`src/rtl/instr_fetch_unit.sv`:
```
// Fetch stage: single-outstanding imem reads, registered instruction/PC handed to decode via valid/ready.
// Latency imem_req->instr_valid = ack latency + 1; no new fetch while the held instruction awaits instr_ready.
module instr_fetch_unit #(
    parameter logic [31:0] RESET_PC = 32'd0,
    parameter logic [31:0] PC_STEP  = 32'd1,
    parameter logic [5:0]  HALT_OP  = 6'b111111
) (
    input  logic        clk,
    input  logic        rst,
    output logic        imem_req,
    output logic [31:0] imem_addr,
    input  logic [31:0] imem_rdata,
    input  logic        imem_ack,
    output logic [31:0] instruction,
    output logic [31:0] instr_pc,
    output logic        instr_valid,
    input  logic        instr_ready,
    input  logic        redirect_valid,
    input  logic [31:0] redirect_pc,
    output logic        halted
);

    typedef enum logic [1:0] {FETCH, WAIT, HOLD, HALT} state_t;

    state_t      state, state_n;
    logic [31:0] pc, pc_n;
    logic        squash, squash_n;
    logic        halt_flag, halt_flag_n;
    logic [31:0] instruction_n, instr_pc_n;
    logic        instr_valid_n, halted_n;

    // FETCH is the reset state, so the strobe is masked while rst is held.
    assign imem_req  = (state == FETCH) && !rst;
    assign imem_addr = pc;

    always_ff @(posedge clk or posedge rst) begin
        if (rst) begin
            state       <= FETCH;
            pc          <= RESET_PC;
            squash      <= 1'b0;
            halt_flag   <= 1'b0;
            instruction <= 32'd0;
            instr_pc    <= 32'd0;
            instr_valid <= 1'b0;
            halted      <= 1'b0;
        end else begin
            state       <= state_n;
            pc          <= pc_n;
            squash      <= squash_n;
            halt_flag   <= halt_flag_n;
            instruction <= instruction_n;
            instr_pc    <= instr_pc_n;
            instr_valid <= instr_valid_n;
            halted      <= halted_n;
        end
    end

    always_comb begin
        state_n       = state;
        pc_n          = pc;
        squash_n      = squash;
        halt_flag_n   = halt_flag;
        instruction_n = instruction;
        instr_pc_n    = instr_pc;
        instr_valid_n = instr_valid;
        halted_n      = halted;
        unique case (state)
            FETCH: begin
                state_n = WAIT;
                // The request at the old pc is already on the bus; its response must be dropped.
                if (redirect_valid) begin
                    pc_n     = redirect_pc;
                    squash_n = 1'b1;
                end
            end
            WAIT: begin
                if (imem_ack) begin
                    if (squash || redirect_valid) begin
                        squash_n = 1'b0;
                        state_n  = FETCH;
                        if (redirect_valid) pc_n = redirect_pc;
                    end else begin
                        instruction_n = imem_rdata;
                        instr_pc_n    = pc;
                        instr_valid_n = 1'b1;
                        pc_n          = pc + PC_STEP;
                        halt_flag_n   = (imem_rdata[31:26] == HALT_OP);
                        state_n       = HOLD;
                    end
                end else if (redirect_valid) begin
                    pc_n     = redirect_pc;
                    squash_n = 1'b1;
                end
            end
            HOLD: begin
                if (redirect_valid) begin
                    pc_n          = redirect_pc;
                    instr_valid_n = 1'b0;
                    halt_flag_n   = 1'b0;
                    state_n       = FETCH;
                end else if (instr_ready) begin
                    instr_valid_n = 1'b0;
                    if (halt_flag) begin
                        halted_n = 1'b1;
                        state_n  = HALT;
                    end else begin
                        state_n = FETCH;
                    end
                end
            end
            HALT: begin
                state_n = HALT;
            end
            default: state_n = FETCH;
        endcase
    end

endmodule

```
`config.mk`:
```
export PLATFORM = sky130hd
export DESIGN_NAME = instr_fetch_unit
export DESIGN_NICKNAME = d
export VERILOG_FILES = /design/src/rtl/instr_fetch_unit.sv
export SDC_FILE = /design/constraint.sdc
export NUM_CORES = 1
export LEC_CHECK = 0
export CAP_MARGIN = 20
export CELL_PAD_IN_SITES_DETAIL_PLACEMENT = 1
export CELL_PAD_IN_SITES_GLOBAL_PLACEMENT = 2
export CORE_ASPECT_RATIO = 0.6
export CORE_MARGIN = 4
export CORE_UTILIZATION = 23
export DETAILED_ROUTE_END_ITERATION = 6
export PLACE_DENSITY_LB_ADDON = 0.3
export SYNTH_ARGS = -nofsm -noshare
export SYNTH_HDL_FRONTEND = slang
export SYNTH_SLANG_ARGS = --single-unit
```
`constraint.sdc`:
```
create_clock -name clk -period 3.5 [get_ports clk]
set_input_delay 1.05 -clock clk [delete_from_list [all_inputs] [get_ports clk]]
set_output_delay 1.05 -clock clk [all_outputs]
set_load 0.01 [all_outputs]
```
After elaboration in Yosys (flattened, before gate mapping)
Index checks and enable logic that the tools add are counted.
- output and inout port bits: 99
- register bits: 102
- bits of input ports: 69
- word-level logic and storage cells: 57
- bitwise gates (word level): 2
- mux-type cells: 23
- reduce and logical (&&, ||, !) cells: 14
- equal/unequal tests: 9
- $add $sub $neg: 1
- operator list (cell ; count):
    32-bit 2-to-1 mux ; 3
    32-bit one-hot mux with 2 select lines ; 1
    32-bit by 1-bit adder with 32-bit output, second input constant ; 1
    4-bit AND reduction ; 3
    1-bit 2-to-1 mux ; 10
    2-bit 2-to-1 mux ; 5
    2-bit one-hot mux with 4 select lines ; 1
    6-bit equality test, second input constant ; 1
    2-bit inequality test, second input constant ; 3
    3-bit inequality test, second input constant ; 2
    1-bit one-hot mux with 2 select lines ; 3
    2-bit nonzero test ; 3
    2-bit equality test, second input constant ; 2
    2-bit AND reduction ; 2
    3-bit AND reduction ; 1
    2-bit by 1-bit equality test with 1-bit output, second input constant ; 1
    2-bit logical NOT ; 1
    1-bit NOT ; 2
    2-bit OR reduction ; 1
    1-bit logical AND ; 1
    1-bit logical NOT ; 1
    1-bit logical OR ; 1

Logic depth before layout (Yosys ltp)
- depth in word-level cells: 4
- depth in mapped cells: 8
- depth with buffers taken out: 6

Worst setup path after synthesis
Ideal clock, no wire load.
- path type: input to register
- start point: in redirect_valid
- end point: reg instr_pc[29]
- arrival: 2.373 ns
- library setup time: 0.065 ns
- slack: 1.062 ns
- cell stages on the path: 8
- required time: 3.435 ns
- buffers on the path: 4
- cell sequence: clkbuf_1 > nand4bb_1 > clkbuf_1 > nor2_1 > clkbuf_1 > buf_2 > nand2_1 > nand2_1
- longest elaborated chain between the ends: 3
- ends and longest elaborated chain (item ; line ; source):
    start, declared ; 18 ; input logic redirect_valid,
    1-bit logical OR ; 78 ; if (squash || redirect_valid) begin
    1-bit NOT (no line) ; - ;
    3-bit AND reduction (no line) ; - ;
    end signal, assigned ; 52 ; instr_pc <= instr_pc_n;
    end, declared ; 15 ; output logic [31:0] instr_pc,
No other way between the ends.
A chain may end at the register's enable or synchronous reset.

Final worst setup path
- start point: in rst
- end point: out imem_req
- longest elaborated chain between the ends: 2
- ends and longest elaborated chain (item ; line ; source):
    start, declared ; 9 ; input logic rst,
    1-bit logical NOT (no line) ; - ;
    1-bit logical AND ; 33 ; assign imem_req = (state == FETCH) && !rst;
    end, declared ; 10 ; output logic imem_req,
No other way between the ends.

==> parameters.txt <==
Parameter                              Value

Outcome
  Status ... finished clean

STA
  Total count of max-transition violations in the final report ... 0
  Final critical-path required period ... approximately 3.3 ns
  Setup skew after layout ... between 0.009 and 0.01 ns
  Total setup violations reported at the end of the flow ... 0
  Unrepaired setup endpoints after global routing ... no
  Hold Fails Final Rpt ... 0
  Portion of the clock cycle consumed by the worst path in the final layout ... about 93%
  Transition at the pin with the smallest max-transition slack ... between 1 and 1.5 ns
  Setup TNS ... 0 ns
  Max-slew headroom ... a little over a quarter
  Maximum achievable frequency ... ~310 MHz

Critical path
  Class of the most critical setup path ... in2out
  Worst stage delay on the critical path ... ~0.56 ns
  Worst setup EP type ... output port
  Crit-path max FO ... 2
  Startpoint of the worst-slack reg-to-reg timing path ... imem_addr[0]
  Cell-by-cell trace of the critical path ... clkdlybuf4s50_1, nor3_1, clkdlybuf4s50_1
  CP required ... 2.45 ns
  Slowest cell on crit path ... sky130_fd_sc_hd__clkdlybuf4s50_1
  Worst setup path startpoint ... rst
  Kind of start point of the critical path ... primary input
  Data arrival time of the critical path ... approximately 2.2 ns
  Worst path most repeated cell ... sky130_fd_sc_hd__clkdlybuf4s50_1

Routing
  Violation count after the first detailed-routing iteration ... about 320
  Total via count in the routed design ... between 4000 and 5000
  Via-to-Cell Ratio ... 4.684
  Antenna Nets Post-Route ... 0
  Drt total wl ... around 18000 µm
  Initial DRT Pass Iterations ... 5
  Average routed wire per standard cell ... 18.42 µm
  DRC violation count after routing ... 0

Global route
  First-pass GRT wire length ... roughly 29000 µm
  Number of global-route vias before repair ... 4966
  Grt total ovfl ... 0
  Number of antenna violations at the first check in global routing ... 3
  Pin count of the biggest net entering global routing ... 41
  Overall routing resource usage ... 16.07%

Power
  Ratio of total power to cell area ... just under 900 nW/µm²
  Largest vdd supply drop ... about 340 µV
  Design Power ... roughly 6.2 mW
  Leakage power ... roughly 3.1 nW

Synth
  Yosys warns ... 0
  Netlist Area Pre-Place ... ~4700 µm²
  Synthesized area per cell ... slightly below 9 µm²
  Flops & latches, synth ... just over 100
  Async SR Flop Fraction ... between 90% and 100%
  Count of cell types in the netlist ... 51
  Gate count after technology mapping ... between 500 and 600
  Number of nets produced by synthesis ... between 600 and 700
  Flip-flop cell with the highest count after synthesis ... sky130_fd_sc_hd__dfrtp_1
  Sequential element share of the synthesized area ... 54.18%
  Count of flip-flops with a built-in enable after synthesis ... 0

Layout
  Most common cell after layout, fill and taps aside ... sky130_fd_sc_hd__nand2_1
  Fraction of final layout cells with drive strength greater than 1 ... between 6 and 7%
  Commonest cells after routing, fill and taps aside ... 198 x sky130_fd_sc_hd__nand2_1, 167 x sky130_fd_sc_hd__clkdlybuf4s50_1, 102 x sky130_fd_sc_hd__dfrtp_1
  Area Overhead vs Synth ... 51.16%
  Layout fillers ... around 2300
  Final #Nets ... 770
  Number of standard cells in the layout, taps in and fillers out ... 980

Floorplan
  Effective utilization at floorplan ... 23.47%
  Die outline area ... 22910 µm²
  Die Ht ... between 100 and 150 µm
  Die width ... 192.8 µm
  Top-level port count ... about 170
  Number of core rows ... 40
  Area of the core ... 20070 µm²

Hold path
  Worst hold path type ... reg2reg
  Startpoint of the worst hold path ... halted

Placed design
  Gpl congestion ... between 0.7 and 0.8
  Placed Instances ... between 900 and 1000
  Number of port buffers ... approximately 170
  Half-perimeter wire length after detailed placement ... approximately 13000 µm

Clock tree
  CTS tree ... built
  Bufs on Longest Clock Path ... 2
  Clock-pin slew of the registers on the worst-case setup and hold paths ... roughly 0.07 ns
  Total setup buffers inserted after CTS ... 0
  Skew-Pair Late Insertion Delay ... 0.35 ns
  Hold-fix buffer count after cts ... 0
  Maximum level of the CTS H-tree ... 3
  Number of resized instances in the post-cts repair step ... 0
  Clock root buffer ... sky130_fd_sc_hd__clkbuf_16
  Number of buffers inserted during clock tree synthesis ... 9
  Clk sink count ... 102

Run
  Max-cap check violation count ... 0
[per-stage QoR]
step	util [%]	area [µm²]	setup WS, ns	hold WS (ns)
3_5_place_dp	33.78	6780	0.2263	0.4666
2_1_floorplan	-	4715	1.062	0.4915
3_3_place_gp	33.78	6780	0.2059	0.4589
6_report	35.48	7121	0.2344	0.4750
4_1_cts	35.46	7116	0.2209	0.4839
5_1_grt	35.46	7116	0.1395	0.4992
[worst max-delay path, delay by kind of cell]
family | cells | cell delay (ns)
and+or+nand+nor | 1 | 0.14
buffers and inverters | 2 | 1.02
[worst paths after layout]
kind,end,slack (ns),cells after the start
max,imem_req,0.23,3
max reg2reg,imem_addr[30],0.94,6
min reg2reg,halted,0.47,2
min,halted,0.47,2
max in group asynchronous,instruction[27],1.61,3
min in group asynchronous,state[0],1.20,2
[area by class of cell]
type | instances | area [µm²] | share of cell area (%)
Timing Repair Buffer | 182 | 1822 | 25.58
Inverter | 10 | 41.29 | 0.5799
Tap cell | 273 | 341.6 | 4.797
Sequential cell | 102 | 2552 | 35.85
Antenna cell | 2 | 5.005 | 0.07029
Clock inverter | 3 | 65.06 | 0.9137
Multi-Input combinational cell | 395 | 2023 | 28.41
Clock buffer | 13 | 270.3 | 3.795
[registers in the layout, summed over array words and instances, names as in the netlist]
| name | cells |
|---|---|
| imem_addr | 32 |
| instr_pc | 32 |
| instruction | 32 |
| state | 2 |
| halt_flag | 1 |
| halted | 1 |
| instr_valid | 1 |
| squash | 1 |
[Yosys cell counts, types with 6 or more instances]
library cell	n	area share [%]
sky130_fd_sc_hd__a21oi_1	19	2.0
sky130_fd_sc_hd__clkbuf_1	26	2.1
sky130_fd_sc_hd__inv_1	10	0.80
sky130_fd_sc_hd__mux2i_1	11	2.3
sky130_fd_sc_hd__o21ai_1	21	2.2
sky130_fd_sc_hd__o22ai_1	6	0.80
sky130_fd_sc_hd__nor2_1	28	2.2
sky130_fd_sc_hd__and3_1	8	1.1
sky130_fd_sc_hd__a22oi_1	11	1.8
sky130_fd_sc_hd__dfrtp_1	102	54
sky130_fd_sc_hd__nand4_1	6	0.80
sky130_fd_sc_hd__nand2_1	199	16
sky130_fd_sc_hd__o21ai_0	11	1.2
sky130_fd_sc_hd__nor3_1	11	1.2
sky130_fd_sc_hd__nand3_1	11	1.2
[report_power, final]
| group | leakage [nW] | switching (mW) | internal (mW) |
|---|---|---|---|
| sequential | 1.25 | 0.609 | 1.74 |
| combinational | 1.72 | 1.33 | 1.43 |
| clock | 0.166 | 0.454 | 0.685 |
| total | 3.14 | 2.39 | 3.85 |
[metal layers]
metal / part of all wire (%) / vias to the layer above / GRT usage (%)
met5: 0.24 / - / 0
met4: 0.94 / 6 / 3.206
met3: 9.7 / 20 / 6.883
met2: 41 / 133 / 23.18
met1: 48 / 2265 / 22.48
li1: - / 2166 / -
[cells by family (layout without fill, tap and decap cells)]
logic type      Yosys count  count (layout)  share of synthesized area (%)
other cells               0               2                              0
fa+ha+maj                 1               1                         0.2656
mux                      12              12                          2.576
compound gates           97              97                          13.23
flops                   102             102                          54.18
buf+inv                  39             208                          3.161
simple gates            285             285                          26.59
Power figures use the tool's default switching activity.
